--- src/rtl/barrel_shift_seq.sv ---
// Multi-pass sequencer for a 3-bit-count barrel shifter: splits a shift of up to
// 2^AMT_W-1 positions into passes of at most 7 and loops the word through the shifter.
module barrel_shift_seq #(
   parameter int WIDTH = 32,
   parameter int AMT_W = 5
) (
   input  logic             clk,
   input  logic             rst,
   input  logic             start,
   input  logic [1:0]       op,
   input  logic [WIDTH-1:0] operand,
   input  logic [AMT_W-1:0] amount,
   output logic             busy,
   output logic             done,
   output logic [WIDTH-1:0] result,
   output logic [WIDTH-1:0] sh_data,
   output logic [2:0]       sh_number,
   output logic             sh_sll,
   output logic             sh_srl,
   output logic             sh_sra,
   input  logic [WIDTH-1:0] sh_result
);

   typedef enum logic [1:0] {
      IDLE  = 2'd0,
      SHIFT = 2'd1,
      DONE  = 2'd2
   } state_t;

   typedef enum logic [1:0] {
      OP_SLL  = 2'b00,
      OP_SRL  = 2'b01,
      OP_SRA  = 2'b10,
      OP_PASS = 2'b11
   } op_t;

   state_t           state;
   op_t              op_q;
   logic [WIDTH-1:0] acc;
   logic [AMT_W-1:0] rem;
   logic [2:0]       step;
   logic [AMT_W-1:0] rem_next;

   // Every pass but the last moves the full 7 positions, so rem can never underflow.
   always_comb begin
      step     = (rem > AMT_W'(7)) ? 3'd7 : rem[2:0];
      rem_next = rem - AMT_W'(step);
   end

   assign busy    = (state != IDLE);
   assign sh_data = acc;

   // NOTE: every output of a combinational block gets a default first, so no path
   // through the case can leave a value unassigned and infer a latch.
   always_comb begin
      sh_number = 3'd0;
      sh_sll    = 1'b0;
      sh_srl    = 1'b0;
      sh_sra    = 1'b0;
      if (state == SHIFT) begin
         sh_number = step;
         case (op_q)
            OP_SLL:  sh_sll = 1'b1;
            OP_SRL:  sh_srl = 1'b1;
            OP_SRA:  sh_sra = 1'b1;
            OP_PASS: ;
         endcase
      end
   end

   // NOTE: state is updated with non-blocking assignments so every register samples
   // the values from before the edge, independent of statement order.
   always_ff @(posedge clk) begin
      if (rst) begin
         state  <= IDLE;
         op_q   <= OP_SLL;
         acc    <= '0;
         rem    <= '0;
         result <= '0;
         done   <= 1'b0;
      end else begin
         done <= 1'b0;
         case (state)
            IDLE: begin
               if (start) begin
                  acc  <= operand;
                  rem  <= amount;
                  op_q <= op_t'(op);
                  if (amount == '0 || op_t'(op) == OP_PASS) begin
                     state  <= DONE;
                     result <= operand;
                     done   <= 1'b1;
                  end else begin
                     state <= SHIFT;
                  end
               end
            end
            SHIFT: begin
               acc <= sh_result;
               rem <= rem_next;
               // result is loaded with the value acc takes in DONE, so it is valid with done.
               if (rem_next == '0) begin
                  state  <= DONE;
                  result <= sh_result;
                  done   <= 1'b1;
               end
            end
            DONE:    state <= IDLE;
            default: state <= IDLE;
         endcase
      end
   end

endmodule

--- config.mk ---
export PLATFORM = sky130hd
export DESIGN_NAME = barrel_shift_seq
export DESIGN_NICKNAME = d
export VERILOG_FILES = /design/src/rtl/barrel_shift_seq.sv
export SDC_FILE = /design/constraint.sdc
export NUM_CORES = 1
export LEC_CHECK = 0
export BUFFER_PORTS_ARGS = -buffer_cell sky130_fd_sc_hd__buf_4
export CORE_ASPECT_RATIO = 0.75
export CORE_UTILIZATION = 45
export CTS_CLUSTER_DIAMETER = 40
export DETAILED_ROUTE_END_ITERATION = 16
export GPL_ROUTABILITY_DRIVEN = 0
export PLACE_DENSITY = 0.75
export SKIP_CTS_REPAIR_TIMING = 1
export SYNTH_ARGS = -nofsm -noshare
export SYNTH_HDL_FRONTEND = slang
export SYNTH_SLANG_ARGS = --single-unit
--- constraint.sdc ---
create_clock -name clk -period 3.4 [get_ports clk]
set_clock_uncertainty 0.1 [all_clocks]
set_input_delay 0.51 -clock clk [delete_from_list [all_inputs] [get_ports clk]]
set_output_delay 0.51 -clock clk [all_outputs]
set_load 0.005 [all_outputs]
==> results of run 1 <==
==> final cells by class <==
class,count,area share [%]
clock buffer,10,2.64
timing repair buffer,152,23.9
sequential,74,30.7
tap,101,2.62
multi-input combinational,239,37.1
clock inverter,6,1.89
inverter,16,1.24
==> per-layer routing <==
| layer | up-vias | GRT usage, % | share of wire, % |
|---|---|---|---|
| met5 | - | 0 | 0 |
| met4 | 0 | 7.43 | 0.39 |
| met3 | 4 | 6.98 | 6.5 |
| met2 | 97 | 34.7 | 48 |
| met1 | 1429 | 27.6 | 45 |
| li1 | 1525 | - | - |
==> metrics by stage <==
| step | util, % | instance area, µm² |
|---|---|---|
| 6_report | 65.0 | 4830 |
| 5_1_grt | 65.0 | 4830 |
| 4_1_cts | 65.0 | 4830 |
| 3_5_place_dp | 62.1 | 4610 |
| 3_3_place_gp | 62.1 | 4610 |
| 2_1_floorplan | - | 3500 |
==> worst min-delay path: stages <==
cell	delay [ns]
buf_4	0.11
mux2i_1	0.06
nor2_1	0.07
==> power groups by stage <==
stage	clock (µW)	combinational, µW	sequential, µW
after global routing	809	792	1080
after CTS	766	735	1060
after floorplan	0	433	1070
final	748	727	1060
after global placement	0	714	1070
after detailed placement	0	732	1080
==> path summary, 6_finish.rpt <==
kind                                         startpoint                       to
worst min-delay path                              op[0]     op_q[0]$_SDFFE_PP0P_
worst max register to register      rem[4]$_SDFFE_PP0P_   result[7]$_SDFFE_PP0P_
worst max-delay path                rem[4]$_SDFFE_PP0P_   result[7]$_SDFFE_PP0P_
worst min register to register  result[29]$_SDFFE_PP0P_  result[29]$_SDFFE_PP0P_
==> sequential cells by signal, summed over array words and instances (netlist names) <==
register and flops:
result 32, sh_data 32, rem 5, op_q 2
state 2, done 1
==> cells by family after synthesis <==
| family | count (synthesis) | share of synthesized area, % |
|---|---|---|
| AOI/OAI and AO/OA | 65 | 14.7 |
| adders and majority gates | 1 | 0.357 |
| buffers and inverters | 48 | 6.85 |
| DFF | 74 | 42.3 |
| muxes | 66 | 21.3 |
| and+or+nand+nor | 107 | 14.6 |
==> cells in the final DEF (no fill, tap or decap), types with 2 or more instances in the layout <==
| cell | synthesis | final |
|---|---|---|
| a2111oi_0 | 2 | 2 |
| a211oi_1 | 49 | 49 |
| a21o_1 | 2 | 2 |
| a21oi_1 | 2 | 2 |
| a311oi_1 | 2 | 2 |
| buf_4 | 2 | 151 |
| bufinv_16 | 0 | 2 |
| clkbuf_8 | 0 | 9 |
| clkinvlp_4 | 0 | 3 |
| dfxtp_1 | 74 | 74 |
| inv_1 | 16 | 16 |
| mux2_2 | 20 | 20 |
| mux2_4 | 12 | 12 |
| mux2i_1 | 34 | 34 |
| nand2_1 | 5 | 5 |
| nand2b_1 | 2 | 2 |
| nand3b_1 | 2 | 2 |
| nor2_1 | 63 | 63 |
| nor2b_1 | 19 | 18 |
| nor3_1 | 5 | 5 |
| nor3b_1 | 2 | 2 |
| o21ai_0 | 3 | 3 |
| or2_2 | 3 | 3 |
==> out/qor.yml, run 1 <==
ant_nets: 0
clk_latency_ns: 0.34
min_path_cells: 3
seq_power_share_pct: 41.8
grt_max_degree: 91
grt_pass1_wl_mm: 14.1
track_usage_pct: 21.7
yosys.area.top_type: "dfxtp_1"
critPathBufInv: 1
critPathCaptureType: "register"
clkTransAtPathRegs_ns: 0.07
stdcell_count: 598
r2r_slack_ns: 0.50
die_area_um2: 8150
netlist_area_um2: 3500
die_y_um: 78.4
overflow: 0
syn2layout_area_growth_pct: 37.8
drt_first_iter_violations: 98
critical-path-max-stage-delay_ns: 0.49
rsz0062_at_grt: "false"
cts_inserted_buffers: 9
fmax_mhz: 345
p_leak_uw: 0.00217
setup_viol: 0
multi_input_area_um2: 1790
required_ns: 3.53
synth-seq-cells: 74
p_clk_share_pct: 29.5
grt_pass1_vias: 2894
ys_types: 37
seq_area_um2: 1480
synth_edf_count: 0
fillers: 643
io_buffers: 145
whs_ns: 0.350
worstSetupPathType: "reg2reg"
routed_wl_mm: 8.71
dpl.hpwl_mm: 6.26
routed-via-count: 3055
viasPerCell: 5.11
antenna_found_initial: 0
drive_gt1_share_pct: 41.9
drv_cap: 0
pin_count: 146
p_per_area_nw_per_um2: 525
drc: 0
yosysMostFrequentCell: "dfxtp_1"
p_sw_uw: 740
crit_path_max_fanout: 10
yosys-top-cells-count: "dfxtp_1 (74), nor2_1 (63), a211oi_1 (49), mux2i_1 (34), mux2_2 (20)"
async_flop_share_pct: 0
hold_violations: 0
ys.flop_type: "dfxtp_1"
slew_violations: 0
placed_cells: 582
p_total_uw: 2530
yosys.area.top_type_share_pct: 42.3
core_um2: 7430
drt-wirelength-per-cell_um: 14.6
synth_cells: 361
syn_nets: 436
antenna_cells: 0
rows: 27
combinationalPowerShare_pct: 28.7
place_ws_ns: 0.508
min_path_type: "in2reg"
cts_tree: "done"
cts_sinks: 74
yosys_warnings: 0
fin_crit_sh_pct: 85.3
crit_family: "simple AND/OR/NAND/NOR gates"
finalSetupTns_ns: 0
syn_avg_cell_area_um2: 9.71
fin_crit_ns: 2.90
startpoint_type: "register"
peakVddDrop_v: 0.000279
synthTopCellsByArea: "dfxtp_1 (42%), a211oi_1 (10%), mux2i_1 (9.7%)"
tightest_slew_ns: 0.869
die_w_um: 104
crit_arrival_ns: 3.03
crit_chain: "nor2_1 -> or2_2 -> ha_1 -> and3b_1 -> a221oi_4 -> a21o_1 -> buf_12 -> mux2_4"
status: "finished clean"
cts.path.max_buffers: 2
swShare_pct: 29.2
slowest_stage: "dfxtp_1"
root_buffer: "clkbuf_8"
setup_ws_ns: 0.501
slew_headroom_pct: 42.1
cp_num_cells: 8
nNetsFinal: 567
ys_seq_area_share_pct: 42.3
start_util_pct: 47.2
rr_worst_depth: 8
cts_max_level: 3
internal_power_uw: 1790
drt_first_pass_iters: 4
Note: power is estimated with default switching activity, not from simulation.
==> inputs of run 2 (changes only) <==
- PLACE_DENSITY: 0.75 -> 0.76
==> out/qor.yml, run 2 (synthesis gave the netlist of run 1 again) <==
status: "finished clean"
stdcell_count: 597
worstSetupPathType: "reg2reg"
combinationalPowerShare_pct: 30.1
rsz0062_at_grt: "false"
swShare_pct: 30.8
p_leak_uw: 0.00214
dpl_cell_area_um2: 4590
cts_sinks: 74
rows: 27
setup_viol: 0
dpl.hpwl_mm: 6.27
grt_max_degree: 91
rr_worst_depth: 8
drt_first_iter_violations: 115
fin_crit_ns: 2.82
endpoint: "result[1]$_SDFFE_PP0P_"
routed_wl_mm: 8.85
core_um2: 7430
routed-via-count: 3065
startpoint_type: "register"
internal_power_uw: 1660
fin_crit_sh_pct: 83.0
drt_first_pass_iters: 4
drive_gt1_share_pct: 41.9
placed_cells: 581
io_buffers: 145
hold_violations: 0
cts.path.max_buffers: 2
min_path_type: "in2reg"
p_sw_uw: 738
fmax_mhz: 355
slew_headroom_pct: 27.3
fin_util_pct: 64.2
finalSetupTns_ns: 0
root_buffer: "clkbuf_8"
p_clk_share_pct: 25.6
p_per_area_nw_per_um2: 502
pin_count: 146
layout_commonest_cell: "buf_4"
start_util_pct: 47.2
drt-wirelength-per-cell_um: 14.8
die_w_um: 104
track_usage_pct: 22.0
cts_max_level: 3
die_area_um2: 8150
fin_area_um2: 4770
cts_tree: "done"
die_y_um: 78.4
crit_path_max_fanout: 22
required_ns: 3.53
peakVddDrop_v: 0.000298
nNetsFinal: 566
antenna_cells: 0
overflow: 0
antenna_found_initial: 0
seq_power_share_pct: 44.3
p_total_uw: 2400
clkTransAtPathRegs_ns: 0.08
ant_nets: 0
r2r_slack_ns: 0.58
cp-startpoint: "rem[4]$_SDFFE_PP0P_"
drv_cap: 0
clk_latency_ns: 0.34
critPathCaptureType: "register"
layout_common_cells: "buf_4 (151), dfxtp_1 (74), nor2_1 (63)"
cts_inserted_buffers: 9
slew_violations: 0
viasPerCell: 5.13
tightest_slew_ns: 1.09
reg2reg_from: "rem[4]$_SDFFE_PP0P_"
drc: 0
r2r_end: "result[1]$_SDFFE_PP0P_"
grt_pass1_wl_mm: 14.4
grt_pass1_vias: 3051
crit_arrival_ns: 2.95
syn2layout_area_growth_pct: 36.1
==> run 2: routing by layer <==
| layer | track usage (%) | part of all wire [%] |
|---|---|---|
| met1 | 26.5 | 45 |
| met2 | 36.5 | 46 |
| met3 | 9.80 | 8.6 |
| met4 | 4.71 | 0.53 |
| met5 | 0 | 0 |
==> run 2: worst min-delay path by stage <==
| stage | from | end | slack, ns | depth (start not counted) |
|---|---|---|---|---|
| floorplan | result[15]$_SDFFE_PP0P_ | result[15]$_SDFFE_PP0P_ | 0.35 | 2 |
| global placement | result[20]$_SDFFE_PP0P_ | result[20]$_SDFFE_PP0P_ | 0.34 | 2 |
| detailed placement | result[17]$_SDFFE_PP0P_ | result[17]$_SDFFE_PP0P_ | 0.35 | 2 |
| CTS | op[0] | op_q[0]$_SDFFE_PP0P_ | 0.34 | 3 |
| global route | op[0] | op_q[0]$_SDFFE_PP0P_ | 0.34 | 3 |
| finish | op[0] | op_q[0]$_SDFFE_PP0P_ | 0.35 | 3 |
==> run 2: power groups by stage <==
stage	combinational [µW]	sequential, µW	clock, µW
6_report	721	1060	613
5_1_grt	788	1080	666
4_1_cts	728	1060	630
3_5_place_dp	726	1080	0
3_3_place_gp	709	1070	0
2_1_floorplan	433	1070	0
==> run 2: cell type report <==
cell class	instances	area [µm²]
multi-input cells	239	1790
clock buffers	10	138
repair buffers	151	1130
well taps	101	126
fillers	665	2660
inverters	16	60.1
clock inverters	6	41.3
flip-flops and latches	74	1480
==> run 2: worst max-delay path, cell delays in order (launching register included) <==
cell      delay, ns
dfxtp_1        0.50
nor2_1         0.20
or2_2          0.31
ha_1           0.29
and3b_1        0.25
a221oi_4       0.27
a21o_1         0.13
buf_4          0.28
mux2_2         0.37
==> run 2: stage by stage <==
| stage | hold slack [ns] | setup WS (ns) |
|---|---|---|
| 2_1_floorplan | 0.350 | 0.828 |
| 3_3_place_gp | 0.344 | 0.768 |
| 3_5_place_dp | 0.351 | 0.621 |
| 4_1_cts | 0.335 | 0.610 |
| 5_1_grt | 0.338 | 0.492 |
| 6_report | 0.351 | 0.579 |
==> inputs of run 3 (changes only) <==
- ABC_AREA: unset -> 1
- PLACE_DENSITY: 0.76 -> 0.77
- clock period: 3.4 -> 2.6 ns (I/O delays scaled with it)
==> out/qor.yml, run 3 <==
status: "finished clean"
crit_path_max_fanout: 33
antenna_found_initial: 0
setup_ws_ns: 0.281
yosysMostFrequentCell: "dfxtp_1"
pin_count: 146
rows: 26
routed_wl_mm: 8.99
synthTopCellsByArea: "dfxtp_1 (45%), mux2i_1 (9.7%), a21oi_1 (6.4%)"
drt_first_pass_iters: 4
viasPerCell: 5.02
yosys_warnings: 0
cts_inserted_buffers: 9
crit_arrival_ns: 2.46
cts_sinks: 74
drt-wirelength-per-cell_um: 13.9
hp-start: "rst"
r2r_end: "result[18]$_SDFFE_PP0P_"
cts_tree: "done"
grt_pass1_wl_mm: 14.3
fillers: 618
yosys-top-cells-count: "dfxtp_1 (74), nor2_1 (51), nand2_1 (45), a21oi_1 (42), o21ai_0 (40)"
place_ws_ns: 0.310
min_path_type: "in2reg"
die_w_um: 101
ys_types: 29
ant_nets: 0
clk_latency_ns: 0.34
fmax_mhz: 431
core_um2: 6960
drv_cap: 0
overflow: 0
syn2layout_area_growth_pct: 39.6
slew_violations: 0
critPathCaptureType: "register"
rr_worst_depth: 15
antenna_cells: 0
p_per_area_nw_per_um2: 702
fin_crit_ns: 2.32
min_to: "state[0]$_SDFFE_PP0P_"
track_usage_pct: 23.7
syn_avg_cell_area_um2: 8.05
critical-path-max-stage-delay_ns: 0.39
nNetsFinal: 620
die_area_um2: 7700
worstSetupPathType: "reg2reg"
required_ns: 2.74
yosys.area.top_type: "dfxtp_1"
start_util_pct: 47.5
cts.path.max_buffers: 2
fin_crit_sh_pct: 89.2
netlist_area_um2: 3310
finalSetupTns_ns: 0
crit_chain: "inv_2 -> nand2_4 -> inv_1 -> nor2_1 -> inv_1 -> ha_1 -> nand2_1 -> nand2_1 -> nand2_1 -> nand2_2 -> o21ai_4 -> buf_4 -> nand3_1 -> nand2_1 -> nor2_1"
synth_edf_count: 0
hold_violations: 0
drive_gt1_share_pct: 36.5
dpl.hpwl_mm: 6.37
min_path_cells: 2
p_leak_uw: 0.00231
async_flop_share_pct: 0
ys.flop_type: "dfxtp_1"
clkTransAtPathRegs_ns: 0.08
reg2reg_from: "rem[3]$_SDFFE_PP0P_"
cts_max_level: 3
slowest_stage: "dfxtp_1"
crit_family: "simple AND/OR/NAND/NOR gates"
synth_cells: 411
timing.critical_path.mode_cell: "nand2_1"
layout_commonest_cell: "buf_4"
drc: 0
io_buffers: 145
rsz0062_at_grt: "false"
grt_pass1_vias: 3080
syn_nets: 486
r2r_slack_ns: 0.28
routed-via-count: 3252
peakVddDrop_v: 0.000309
drt_first_iter_violations: 119
slew_headroom_pct: 59.3
root_buffer: "clkbuf_8"
ys_seq_area_share_pct: 44.8
grt_max_degree: 66
synth-seq-cells: 74
layout_common_cells: "buf_4 (150), dfxtp_1 (74), nor2_1 (51)"
critPathBufInv: 4
yosys.area.top_type_share_pct: 44.8
startpoint_type: "register"
setup_viol: 0
tightest_slew_ns: 0.610
die_y_um: 76.2
==> run 3: changes by cell type after synthesis, sizes merged, moves of 19 or more <==
cell / before / now
a211oi: 49 / 1
a21oi: 2 / 42
mux2: 32 / 0
nand2: 5 / 51
nand3: 1 / 37
nor2b: 19 / 0
o21ai: 3 / 44
==> run 3: metrics by stage <==
step                cell area [µm²]  total power (µW)  hold WS [ns]  utilization, %  cells
finish                         4620              3240         0.144            66.3    648
global route                   4620              3430         0.125            66.3    648
CTS                            4620              3270         0.124            66.3    648
detailed placement             4390              2260         0.374            63.1    632
global placement               4390              2230         0.365            63.1    632
floorplan                      3310              1890         0.359               -    411
==> run 3: layout make-up <==
| class | instances | area [µm²] | share of cell area, % |
|---|---|---|---|
| clock buffer | 10 | 138 | 2.98 |
| clock inverter | 6 | 88.8 | 1.92 |
| inverter | 24 | 90.1 | 1.95 |
| multi-input combinational | 286 | 1570 | 34.0 |
| sequential | 74 | 1480 | 32.1 |
| tap | 98 | 123 | 2.66 |
| timing repair buffer | 150 | 1130 | 24.4 |
==> run 3: routing by layer <==
layer	GRT usage (%)	up-vias	wire [µm]
met4	9.13	0	147
met5	0	-	0
met1	29.5	1488	4090
li1	-	1631	-
met2	39.0	117	4120
met3	6.33	16	630
==> run 3: logic make-up (layout without fill, tap and decap cells) <==
group,count (synthesis),in the layout,share of synthesized area (%)
multiplexers,32,32,9.69
AND/OR/NAND/NOR,162,162,22.7
AO/OA/AOI/OAI,91,91,14.7
adder cells (fa/ha/maj),1,1,0.378
buffers and inverters,51,190,7.72
flip-flops,74,74,44.8
==> run 3: worst max path at each step <==
stage | from | endpoint | cells past startpoint
floorplan | rem[3]$_SDFFE_PP0P_ | result[0]$_SDFFE_PP0P_ | 15
global placement | rem[3]$_SDFFE_PP0P_ | result[0]$_SDFFE_PP0P_ | 15
detailed placement | rem[3]$_SDFFE_PP0P_ | result[18]$_SDFFE_PP0P_ | 15
CTS | rem[3]$_SDFFE_PP0P_ | result[18]$_SDFFE_PP0P_ | 15
global route | rem[4]$_SDFFE_PP0P_ | result[18]$_SDFFE_PP0P_ | 15
finish | rem[3]$_SDFFE_PP0P_ | result[18]$_SDFFE_PP0P_ | 15
==> run 3: report_power, final <==
group	switching [µW]	leakage, µW	internal, µW	total, µW
sequential	81.8	0.000611	1270	1350
clock	436	0.000109	568	1000
combinational	474	0.00159	413	887
total	991	0.00231	2250	3240
